### src/rtl/hazard_unit.sv
// Hazard unit for a 5-stage pipeline: operand forwarding, load-use and
// multicycle stalls, PC-write stall/flush control, and a saturating counter
// of Decode stall cycles.
module hazard_unit #(
    parameter int LONG_CYCLES = 3,   // total Execute occupancy of a long op (2..15)
    parameter int CNT_W       = 16   // stall counter width
) (
    input  logic             clk,
    input  logic             reset,        // async, active low
    input  logic [3:0]       RA1D,
    input  logic [3:0]       RA2D,
    input  logic [3:0]       RA1E,
    input  logic [3:0]       RA2E,
    input  logic [3:0]       WA3E,
    input  logic [3:0]       WA3M,
    input  logic [3:0]       WA3W,
    input  logic             RegWriteE,
    input  logic             RegWriteM,
    input  logic             RegWriteW,
    input  logic             MemToRegE,
    input  logic             PCSrcD,
    input  logic             PCSrcE,
    input  logic             PCSrcM,
    input  logic             PCSrcW,
    input  logic             BranchTakenE,
    input  logic             LongE,
    output logic [1:0]       ForwardAE,
    output logic [1:0]       ForwardBE,
    output logic             StallF,
    output logic             StallD,
    output logic             StallE,
    output logic             FlushD,
    output logic             FlushE,
    output logic             MulBusy,
    output logic [CNT_W-1:0] StallCount
);

    typedef enum logic {IDLE, BUSY} state_t;

    // The first Execute cycle is spent in IDLE, the rest in BUSY counting
    // down to zero, so the counter starts at LONG_CYCLES-2.
    localparam logic [3:0] CNT_LOAD = 4'(LONG_CYCLES - 2);

    state_t     state, stateNext;
    logic [3:0] cnt, cntNext;
    logic       mulStall;
    logic       ldrStall;
    logic       pcWrPendingF;

    // Forwarding select: the younger result (Memory) wins over Writeback.
    always_comb begin
        ForwardAE = 2'b00;
        ForwardBE = 2'b00;
        if (RegWriteM && (WA3M == RA1E))      ForwardAE = 2'b10;
        else if (RegWriteW && (WA3W == RA1E)) ForwardAE = 2'b01;
        if (RegWriteM && (WA3M == RA2E))      ForwardBE = 2'b10;
        else if (RegWriteW && (WA3W == RA2E)) ForwardBE = 2'b01;
    end

    // Multicycle FSM next state; stall is forced low while reset is held so
    // a LongE seen during reset cannot stall the pipe.
    always_comb begin
        stateNext = state;
        cntNext   = cnt;
        mulStall  = 1'b0;
        case (state)
            IDLE: begin
                if (LongE) begin
                    mulStall  = 1'b1;
                    stateNext = BUSY;
                    cntNext   = CNT_LOAD;
                end
            end
            BUSY: begin
                // LongE is ignored here: it is the same held instruction.
                if (cnt != 4'd0) begin
                    mulStall = 1'b1;
                    cntNext  = cnt - 4'd1;
                end else begin
                    stateNext = IDLE;
                end
            end
            default: stateNext = IDLE;
        endcase
        if (!reset) mulStall = 1'b0;
    end

    // FSM state and down-counter registers.
    always_ff @(posedge clk or negedge reset) begin
        if (!reset) begin
            state <= IDLE;
            cnt   <= 4'd0;
        end else begin
            state <= stateNext;
            cnt   <= cntNext;
        end
    end

    assign MulBusy = (state == BUSY);

    // Stall and flush decode.
    always_comb begin
        ldrStall     = MemToRegE & RegWriteE & ((WA3E == RA1D) | (WA3E == RA2D));
        pcWrPendingF = PCSrcD | PCSrcE | PCSrcM;
        StallD       = ldrStall | mulStall;
        StallE       = mulStall;
        StallF       = (ldrStall | pcWrPendingF | mulStall) & ~PCSrcW;
        FlushD       = PCSrcW | BranchTakenE | (pcWrPendingF & ~StallD);
        FlushE       = BranchTakenE | (ldrStall & ~mulStall);
    end

    // Saturating count of Decode stall cycles.
    always_ff @(posedge clk or negedge reset) begin
        if (!reset)
            StallCount <= '0;
        else if (StallD && (StallCount != {CNT_W{1'b1}}))
            StallCount <= StallCount + CNT_W'(1);
    end

endmodule
### config.mk
export PLATFORM = sky130hd
export DESIGN_NAME = hazard_unit
export DESIGN_NICKNAME = d
export VERILOG_FILES = /design/src/rtl/hazard_unit.sv
export SDC_FILE = /design/constraint.sdc
export NUM_CORES = 1
export LEC_CHECK = 0
export BUFFER_PORTS_ARGS = -buffer_cell sky130_fd_sc_hd__buf_2
export CELL_PAD_IN_SITES_DETAIL_PLACEMENT = 0
export CELL_PAD_IN_SITES_GLOBAL_PLACEMENT = 1
export CORE_UTILIZATION = 38
export CTS_CLUSTER_DIAMETER = 120
export DETAILED_ROUTE_END_ITERATION = 16
export GPL_ROUTABILITY_DRIVEN = 0
export PLACE_DENSITY_LB_ADDON = 0.1
export SLEW_MARGIN = 15
export SYNTH_ARGS = -nofsm -noshare
export SYNTH_HDL_FRONTEND = slang
export SYNTH_SLANG_ARGS = --single-unit
### constraint.sdc
create_clock -name clk -period 4.9 [get_ports clk]
set_clock_uncertainty 0.15 [all_clocks]
set_input_delay 0.98 -clock clk [delete_from_list [all_inputs] [get_ports clk]]
set_output_delay 0.98 -clock clk [all_outputs]
set_load 0.1 [all_outputs]
==> impl_metrics.tcl <==
set metrics [dict create \
    initial_core_util_pct 40.5 \
    area_growth_syn_to_layout_pct 27.8 \
    arrival_ns 2.49 \
    drive_gt1_share_pct 44.1 \
    htree_num_levels 1 \
    wire_per_inst_um 12.4 \
    p_leak_nw 0.928 \
    required_ns 3.77 \
    post_cts_buffers 0 \
    min_period_ns 3.62 \
    final_cell_area_mm2 0.00194 \
    hold_viol 0 \
    p_per_area_mw_per_mm2 486 \
    die_area_mm2 0.00424 \
    rsz0062_at_grt "false" \
    status "finished clean" \
    grt_overflow_total 0 \
    grt_first_pass_wirelength_mm 5.45 \
    row_count 22 \
    cts_max_path_buffers 2 \
    start_kind "input port" \
    syn_area_mm2 0.00152 \
    finalMaxSlewViolations 0 \
    die_h_um 65.1 \
    die_w_um 65.1 \
    fill_cells 377 \
    critical_path.max_fanout 18 \
    synth-edff-count 0 \
    drc 0 \
    synth_area_per_cell_um2 10.5 \
    clkTransAtPathRegs_ns 0.08 \
    cts_made_buffers 3 \
    antennaDiodeCount 0 \
    synth_flop_cell "dfrtp_1" \
    ir_worst_vdd_uv 387 \
    hpwl_mm 2.65 \
    max_slew_margin_pct 67.0 \
    ys_seq_elements 21 \
    placedCellCount 255 \
    core_mm2 0.00374 \
    antenna_found_initial 0 \
    num_vias 1281 \
    ant_nets 0 \
    netlist-cell-type-count 39 \
    hold_class "reg2reg" \
    grt_max_degree 23 \
    synthCells 144 \
    cts.hold.buffers_added 0 \
    clockRootBuffer "clkbuf_8" \
    dr.pass1.iters 4 \
    syn_nets 187 \
    vias_per_cell 4.95 \
    max-cap-violations 0 \
    setup_viol_count_final 0 \
    synth_warnings 0 \
    ioPinCount 66 \
    min_period_over_period_pct 74.0 \
    grtUsageTotal_pct 16.4 \
    synth-seq-area-share_pct 34.7 \
    io_buffers 65 \
    nets 255 \
    wirelength_mm 3.22 \
    grt_pass1_vias 1283 \
    timing.fmax_mhz 276 \
    critPathKind "in2out" \
    fin_cells 259 \
    p_total_mw 0.940 \
    tightest_slew_ns 0.498 \
    drt_iter0_drc 34 \
    cts_resized 0 \
    clkSinkCount 21 \
    place_area_mm2 0.00189 \
    synthArstFlopShare_pct 100 \
    clock_latency_ns 0.26 \
    cts_tree "yes" \
    crit_path_end_kind "primary output" \
]
==> registers in the layout, indices dropped and copies added, names as in the netlist <==
| register | cells |
|---|---|
| MulBusy | 1 |
| StallCount | 16 |
| cnt | 4 |
==> area by class of cell <==
cell class                      instances  area, um^2  share of cell area [%]
Tap cell                               48        60.1                    3.10
Inverter                                9        33.8                    1.74
Timing Repair Buffer                   67         340                    17.6
Multi-Input combinational cell        110         928                    47.9
Sequential cell                        21         526                    27.1
Clock inverter                          1        7.51                   0.388
Clock buffer                            3        41.3                    2.13
==> cells in the mapped netlist, types with 3 or more instances <==
cell type / n / area share (%)
xnor2_1: 23 / 13
dfrtp_1: 21 / 35
xor2_1: 12 / 6.9
inv_1: 9 / 2.2
o211ai_2: 7 / 5.8
and3_1: 6 / 2.5
a21oi_1: 5 / 1.7
nand2_1: 5 / 1.2
nor2_1: 5 / 1.2
and2_1: 4 / 1.7
nor3_1: 4 / 1.3
buf_6: 3 / 2.2
ha_1: 3 / 2.5
o2111ai_1: 3 / 1.7
==> through the flow <==
stage          util (%)  setup WS [ns]  setup TNS [ns]  hold slack [ns]
2_1_floorplan         -         -0.391          -0.391            0.312
3_3_place_gp       50.4           1.29               0            0.330
3_5_place_dp       50.4           1.26               0            0.328
4_1_cts            51.7           1.24               0            0.341
5_1_grt            51.7           1.17               0            0.375
6_report           51.7           1.28               0            0.335
==> per-layer routing <==
metal	routed length (um)	vias to the layer above	global-route usage [%]
met5	0	-	0
met4	22	0	4.08
met3	212	4	3.47
met2	1520	40	29.4
met1	1470	588	19.9
li1	-	649	-
==> cells by family after synthesis <==
| family | after synthesis | share of synthesized area, % |
|---|---|---|
| XOR/XNOR | 35 | 20.2 |
| AO/OA/AOI/OAI | 30 | 19.0 |
| adder cells (fa/ha/maj) | 3 | 2.48 |
| AND/OR/NAND/NOR | 39 | 15.9 |
| buffers and inverters | 13 | 5.45 |
| multiplexers | 3 | 2.23 |
| flip-flops | 21 | 34.7 |
==> worst max-delay path, stage by stage <==
cell	delay, ns
buf_2	0.12
xnor2_1	0.15
nand4_1	0.16
a21oi_4	0.17
buf_4	0.26
nor2_1	0.08
a21oi_1	0.12
buf_2	0.44
==> final timing paths <==
kind | startpoint | endpoint | slack (ns) | depth (start not counted)
hold / removal | StallCount[13] | StallCount[13] | 0.34 | 1
max in group asynchronous | reset | StallCount[5] | 3.85 | 2
setup / recovery | WA3E[2] | StallF | 1.28 | 8
min in group asynchronous | reset | StallCount[12] | 0.52 | 2
setup reg to reg | StallCount[0] | StallCount[1] | 2.76 | 6
hold reg to reg | StallCount[13] | StallCount[13] | 0.34 | 1
==> layout by cell type (no fill, tap or decap), types with 2 or more instances in the layout <==
| master | count |
|---|---|
| a21oi_1 | 5 |
| nand4_1 | 2 |
| nor2_1 | 5 |
| ha_1 | 3 |
| o2111ai_1 | 3 |
| nand3_1 | 2 |
| clkbuf_8 | 3 |
| nor2_2 | 2 |
| o211ai_1 | 2 |
| buf_2 | 65 |
| dfrtp_1 | 21 |
| o2111ai_2 | 2 |
| nor3_1 | 4 |
| buf_4 | 2 |
| and4_4 | 2 |
| o22ai_1 | 2 |
| xor2_1 | 12 |
| inv_1 | 9 |
| o211ai_2 | 7 |
| mux2_1 | 2 |
| and3_1 | 6 |
| nand2_1 | 5 |
| xnor2_1 | 23 |
| and2_1 | 4 |
==> power breakdown <==
part	switching, mW	internal, mW
clock	0.0576	0.0574
combinational	0.419	0.137
sequential	0.0486	0.221
total	0.525	0.415
(Power assumes the default switching activity.)
